$ cat src/rtl/seq_display_driver.sv
// Four-digit multiplexed seven-segment driver for a sequence-detector demo:
// shows the detector state, the last sampled Z, and a two-digit BCD detection count.
module seq_display_driver #(
    parameter int REFRESH_BITS = 17
) (
    input  logic       clk,
    input  logic       reset,
    input  logic [2:0] Q,
    input  logic       Z,
    input  logic       M,
    input  logic       adv,
    output logic [3:0] an,
    output logic [6:0] seg,
    output logic       dp,
    output logic [7:0] det_cnt
);

    localparam logic [REFRESH_BITS-1:0] REFRESH_ONE = REFRESH_BITS'(1);
    localparam logic [6:0] SEG_BLANK = 7'b1111111;

    // Segment patterns {g,f,e,d,c,b,a}, active-low.
    function automatic logic [6:0] seg_encode(input logic [3:0] digit);
        logic [6:0] pattern;
        case (digit)
            4'd0:    pattern = 7'b1000000;
            4'd1:    pattern = 7'b1111001;
            4'd2:    pattern = 7'b0100100;
            4'd3:    pattern = 7'b0110000;
            4'd4:    pattern = 7'b0011001;
            4'd5:    pattern = 7'b0010010;
            4'd6:    pattern = 7'b0000010;
            4'd7:    pattern = 7'b1111000;
            4'd8:    pattern = 7'b0000000;
            4'd9:    pattern = 7'b0010000;
            default: pattern = SEG_BLANK;
        endcase
        return pattern;
    endfunction

    logic [REFRESH_BITS-1:0] r_refresh;
    logic [3:0]              r_ones;
    logic [3:0]              r_tens;
    logic                    r_z;
    logic                    r_m;
    logic                    r_m_valid;
    logic [3:0]              r_an;
    logic [6:0]              r_seg;
    logic                    r_dp;

    logic [1:0] w_sel;
    logic [3:0] w_digit;
    logic       w_blank;
    logic [3:0] w_an_next;
    logic [6:0] w_seg_next;
    logic       w_dp_next;
    logic       w_mode_change;
    logic       w_bump;
    logic [3:0] w_ones_next;
    logic [3:0] w_tens_next;

    assign w_sel = r_refresh[REFRESH_BITS-1 -: 2];

    always_comb begin
        w_digit = 4'd0;
        w_blank = 1'b0;
        case (w_sel)
            2'd0:    w_digit = {1'b0, Q};
            2'd1:    w_digit = {3'b000, r_z};
            2'd2:    w_digit = r_ones;
            default: begin
                w_digit = r_tens;
                w_blank = (r_tens == 4'd0);
            end
        endcase
    end

    assign w_an_next  = ~(4'b0001 << w_sel);
    assign w_seg_next = w_blank ? SEG_BLANK : seg_encode(w_digit);
    assign w_dp_next  = ~((w_sel == 2'd1) & M);

    // r_m_valid stands in for "registered M equals current M" while in reset,
    // so a mode held across reset release never triggers a spurious clear.
    assign w_mode_change = r_m_valid & (M != r_m);
    assign w_bump        = adv & Z;

    always_comb begin
        w_ones_next = r_ones;
        w_tens_next = r_tens;
        if (w_mode_change) begin
            w_ones_next = 4'd0;
            w_tens_next = 4'd0;
        end else if (w_bump) begin
            if (r_ones >= 4'd9) begin
                w_ones_next = 4'd0;
                w_tens_next = (r_tens >= 4'd9) ? 4'd0 : r_tens + 4'd1;
            end else begin
                w_ones_next = r_ones + 4'd1;
            end
        end
    end

    always_ff @(posedge clk or posedge reset) begin
        if (reset) begin
            r_refresh <= '0;
            r_ones    <= 4'd0;
            r_tens    <= 4'd0;
            r_z       <= 1'b0;
            r_m       <= 1'b0;
            r_m_valid <= 1'b0;
            r_an      <= 4'b1111;
            r_seg     <= SEG_BLANK;
            r_dp      <= 1'b1;
        end else begin
            r_refresh <= r_refresh + REFRESH_ONE;
            r_ones    <= w_ones_next;
            r_tens    <= w_tens_next;
            if (adv) begin
                r_z <= Z;
            end
            r_m       <= M;
            r_m_valid <= 1'b1;
            r_an      <= w_an_next;
            r_seg     <= w_seg_next;
            r_dp      <= w_dp_next;
        end
    end

    assign an      = r_an;
    assign seg     = r_seg;
    assign dp      = r_dp;
    assign det_cnt = {r_tens, r_ones};

endmodule
$ cat config.mk
export PLATFORM = sky130hd
export DESIGN_NAME = seq_display_driver
export DESIGN_NICKNAME = d
export VERILOG_FILES = /design/src/rtl/seq_display_driver.sv
export SDC_FILE = /design/constraint.sdc
export NUM_CORES = 1
export LEC_CHECK = 0
export BUFFER_PORTS_ARGS = -buffer_cell sky130_fd_sc_hd__buf_2
export CELL_PAD_IN_SITES_DETAIL_PLACEMENT = 1
export CELL_PAD_IN_SITES_GLOBAL_PLACEMENT = 2
export CORE_UTILIZATION = 33
export CTS_CLUSTER_DIAMETER = 80
export CTS_CLUSTER_SIZE = 30
export DETAILED_ROUTE_END_ITERATION = 8
export GPL_TIMING_DRIVEN = 0
export PLACE_DENSITY = 0.71
export SETUP_SLACK_MARGIN = 0.2
export SLEW_MARGIN = 15
export SYNTH_ARGS = -nofsm -noshare
export SYNTH_HDL_FRONTEND = slang
export SYNTH_SLANG_ARGS = --single-unit
$ cat constraint.sdc
create_clock -name clk -period 1.75 [get_ports clk]
set_clock_uncertainty 0.15 [all_clocks]
set_input_delay 0.175 -clock clk [delete_from_list [all_inputs] [get_ports clk]]
set_output_delay 0.175 -clock clk [all_outputs]
set_load 0.005 [all_outputs]
---- Word level (Yosys, flattened, before mapping) ----
Memory sizes are Yosys's and may differ from the RTL's.
Cells that the tools add are included.
word-level totals
  register bits after elaboration ......... 40
  memory bits (read-only) ................. 112
  bits of input ports ..................... 8
  output and inout bits ................... 20
  logic and storage cells ................. 40
  memories kept ........................... 1
cells by class
  add/subtract/negate cells ............... 3
  order comparisons ....................... 2
  eq/ne operators ......................... 3
  shifts and indexed selects .............. 1
  mux-type cells .......................... 10
  bitwise gates (word level) .............. 5
  reduce and logical (&&, ||, !) cells .... 6
memories
  memory            depth  bits a word  rd ports  clocked after memory_dff  write ports  line  source
  (name not given)  16     7            1         0                         0            24    case (digit)
operator list
  cell                                                                    count
  4-bit two-way mux                                                       7
  17-bit by 1-bit adder with 17-bit output (second input constant)        1
  4-bit one-hot mux with 3 select lines                                   1
  4-bit by 1-bit adder with 4-bit output (second input constant)          2
  4-bit >= comparator (second input constant)                             2
  7-bit two-way mux                                                       1
  4-bit logical NOT                                                       1
  4-bit NOT                                                               1
  2-bit nonzero test                                                      2
  1-bit by 2-bit << shifter with 4-bit output (first input constant)      1
  1-bit bitwise AND                                                       3
  3-bit OR reduction                                                      1
  2-bit by 1-bit equality test with 1-bit output (second input constant)  1
  2-bit equality test (second input constant)                             1
  2-bit logical NOT                                                       1
  2-bit AND reduction                                                     1
  1-bit two-way mux                                                       1
  1-bit inequality test                                                   1
  1-bit NOT                                                               1

---- Depth between registers and ports, before layout ----
  word-level depth ........................ 5
  gate-level depth with buffers ........... 7
  depth with buffers taken out ............ 6

---- Worst setup path before layout ----
Ideal clock, no wire load.
  path kind ............................... register to register
  start ................................... reg r_ones[1]
  end ..................................... reg r_tens[3]
  arrival ................................. 1643 ps
  data required time ...................... 1468 ps
  slack ................................... -175 ps
  stages on the path, launching flop included .. 7
  path buffers ............................ 0
  period minus slack after synthesis ...... 1925 ps
  cell sequence ........................... dfrtp_1 > inv_1 > ha_1 > or3b_2 > and3_1 > a41oi_1 > nor3_1
on the way
  word-level cells in the longest chain between the ends .. 3
ends and longest elaborated chain
  item                           line  source
  start: declaration             41    logic [3:0] r_ones;
  start signal: assignment       115   r_ones <= w_ones_next;
  4-bit >= comparator            93    if (r_ones >= 4'd9) begin
  2-bit nonzero test (no line)   -
  2-bit AND reduction (no line)  -
  end signal: assignment         116   r_tens <= w_tens_next;
  end: declaration               42    logic [3:0] r_tens;
Every way passes these cells.
A chain may end at the register's enable or synchronous reset.

---- Worst setup path after layout ----
  start ................................... reg r_ones[0]
  end ..................................... reg r_tens[3]
The elaborated chain is that of the path after synthesis.

==> flow_metrics.env <==
export IMPL_crit_path_cell_trace="inv_2 -> ha_2 -> or3b_4 -> and3_4 -> a41oi_2 -> nor3_1"
export IMPL_coreArea_sq_um=5540
export IMPL_finalCritPeriodShare_pct=102
export IMPL_ys_types=35
export IMPL_p_leak_nw=1.17
export IMPL_yosys_warnings=0
export IMPL_final_cell_mix="28 x buf_2, 25 x dfrtp_1, 17 x buf_4"
export IMPL_cts_made_buffers=5
export IMPL_maxSlewViolCount=0
export IMPL_worstPathRequired_ns=1.76
export IMPL_cp_arrival_ns=1.80
export IMPL_die_x_microns=78.3
export IMPL_ys_ff_latch=40
export IMPL_crit_path_max_incr_delay_ns=0.45
export IMPL_die_h_microns=78.3
export IMPL_maxCapViolCount=0
export IMPL_p_comb_share_pct=12.4
export IMPL_grt_pass1_wl_microns=7760
export IMPL_grt_usage_pct=16.4
export IMPL_rsz0062_at_grt="true"
export IMPL_netlist_instances=179
export IMPL_cts_max_path_buffers=2
export IMPL_dr_total_vias=1538
export IMPL_place_area_sq_um=2210
export IMPL_initialDrtViolationCount=38
export IMPL_drive_gt1_share_pct=49.6
export IMPL_violations="negative setup slack"
export IMPL_p_per_area_nw_per_um2=734
export IMPL_io_pins=28
export IMPL_pre_cts_slack_ns=-0.186
export IMPL_antenna_found_initial=0
export IMPL_path_delay_family="simple AND/OR/NAND/NOR gates"
export IMPL_slowest_stage="dfrtp_2"
export IMPL_antenna_cells=0
export IMPL_routed_via_density=4.99
export IMPL_netlist_area_sq_um=1920
export IMPL_worst_path_max_fanout=5
export IMPL_status="finished with violations"
export IMPL_seq_power_share_pct=49.5
export IMPL_yosysTopAreaCell="dfrtp_1"
export IMPL_dr_pass1_iters=4
export IMPL_synth_area_leaders="dfrtp_1 37%, dfstp_2 16%, ha_1 6.5%"
export IMPL_peakVddDrop_uv=442
export IMPL_worstSetupStartpointType="flop"
export IMPL_ys_seq_area_share_pct=52.9
export IMPL_syn_to_final_growth_pct=39.8
export IMPL_final_nets=253
export IMPL_fill_cells=630
export IMPL_async_reset_ff_share_pct=100
export IMPL_max_clock_freq_mhz=558
export IMPL_syn_avg_cell_area_sq_um=10.7
export IMPL_dp_hpwl_microns=3200
export IMPL_clockRootBuffer="clkbuf_8"
export IMPL_hold_start="Z"
export IMPL_rows=27
export IMPL_routedWlPerCell_microns=15.5
export IMPL_yosys_area_top_type_share_pct=36.5
export IMPL_grt_pass1_vias=1567
export IMPL_place_inst=279
export IMPL_ant_nets=0
export IMPL_die_area_sq_um=6130
export IMPL_start_util_pct=34.6
export IMPL_gp_congestion=0.795
export IMPL_critPathKind="flop to flop"
export IMPL_clock_latency_ns=0.29
export IMPL_final_setup_worst_slack_ns=-0.0424
export IMPL_p_int_mw=1.50
export IMPL_hold_class="input pin to flop"
export IMPL_drc=0
export IMPL_r2r_start="r_ones[0]$_DFFE_PP0P_"
export IMPL_critPathCaptureType="flop"
export IMPL_p_sw_share_pct=24.0
export IMPL_fin_cells=308
export IMPL_setup_viol_count_final=4
export IMPL_clkSinkCount=40
export IMPL_p_clk_share_pct=38.1
export IMPL_h_tree_depth=2
export IMPL_tns_ns=-0.0687
export IMPL_startpoint="r_ones[0]$_DFFE_PP0P_"
export IMPL_cts_tree="built"
export IMPL_wl_microns=4770
export IMPL_overflow=0
export IMPL_p_switching_mw=0.472
export IMPL_hold_violations=0
export IMPL_crit_buf_inv=1
export IMPL_grt_max_degree=37
export IMPL_synth_edf_count=0
export IMPL_finalInstanceArea_sq_um=2680
export IMPL_final_common_cell="buf_2"
export IMPL_syn_num_nets=197
export IMPL_io_buffers=27
export IMPL_synth_flop_cell="dfrtp_1"
export IMPL_period_needed_ns=1.79
export IMPL_path_clk_slew_ns=0.08
export IMPL_fin_util_pct=48.4
area by class of cell:
| type | count | area (sq um) | area share [%] |
|---|---|---|---|
| Buffer | 6 | 47.5 | 1.77 |
| Clock buffer | 5 | 68.8 | 2.56 |
| Clock inverter | 3 | 42.5 | 1.59 |
| Inverter | 10 | 37.5 | 1.40 |
| Multi-Input combinational cell | 123 | 1050 | 39.3 |
| Sequential cell | 40 | 1020 | 38.0 |
| Tap cell | 72 | 90.1 | 3.36 |
| Timing Repair Buffer | 49 | 324 | 12.1 |
worst min-delay path, delay by kind of cell:
kind	cells	cell delay, ns
AO/OA/AOI/OAI	1	0.12
buffers and inverters	1	0.09
AND/OR/NAND/NOR	1	0.13
final timing paths:
path	end	slack, ns	depth (start not counted)
min reg2reg	r_refresh[0]$_DFF_PP0_	0.33	1
max in group asynchronous	seg[3]$_DFF_PP1_	0.83	4
max reg2reg	r_tens[3]$_DFFE_PP0P_	-0.04	6
min in group asynchronous	r_refresh[3]$_DFF_PP0_	0.15	3
max	r_tens[3]$_DFFE_PP0P_	-0.04	6
min	r_z$_DFFE_PP0P_	0.11	3
power groups by stage:
stage,sequential [mW],combinational [mW],clock [mW]
global placement,0.997,0.151,0
global route,0.980,0.269,0.813
finish,0.976,0.244,0.750
detailed placement,0.998,0.166,0
floorplan,0.994,0.0980,0
CTS,0.975,0.205,0.772
stage by stage:
| step | power [mW] | hold slack (ns) |
|---|---|---|
| 5_1_grt | 2.06 | 0.152 |
| 4_1_cts | 1.95 | 0.0397 |
| 2_1_floorplan | 1.09 | 0.0564 |
| 3_5_place_dp | 1.16 | -0.0881 |
| 6_report | 1.97 | 0.110 |
| 3_3_place_gp | 1.15 | 0.190 |
registers in the layout, summed over array words and instances (netlist names):
register,flops
r_refresh,17
seg,7
an,4
r_ones,4
r_tens,4
dp,1
r_m,1
r_m_valid,1
r_z,1
kinds of logic after synthesis:
| kind of cell | share of synthesized area, % |
|---|---|
| simple gates | 17.2 |
| flops | 52.9 |
| compound gates | 9.45 |
| xor+xnor | 7.30 |
| buf+inv | 3.65 |
| fa+ha+maj | 6.52 |
| mux | 2.74 |
| other cells | 0.195 |
layer usage:
| layer | vias to the layer above | GRT usage [%] | wire [microns] |
|---|---|---|---|
| li1 | 731 | - | - |
| met1 | 775 | 21.7 | 2080 |
| met2 | 27 | 27.1 | 2500 |
| met3 | 5 | 3.26 | 145 |
| met4 | 0 | 4.81 | 35 |
| met5 | - | 0 | 0 |
cells in the mapped netlist, types with 3 or more instances:
cell type,n
a21oi_1,9
and2_1,3
and3_1,4
clkbuf_1,3
dfrtp_1,28
dfstp_2,12
ha_1,10
inv_1,10
mux2i_1,3
nand2_1,16
nand2b_1,3
nand3_1,10
nand4_1,6
nor2_1,7
nor3_1,6
o21ai_0,10
xnor2_1,12
xor2_1,4
what timing repair did:
action | CTS | global route
setup buffers | 9 | 9
hold buffers | 3 | 0
gates resized for setup | 17 | 33
endpoints found under the hold margin | 31 | 0
pin swaps | 5 | 13
setup endpoints to repair | 21 | 19
Note: power is estimated with default switching activity, not from simulation.
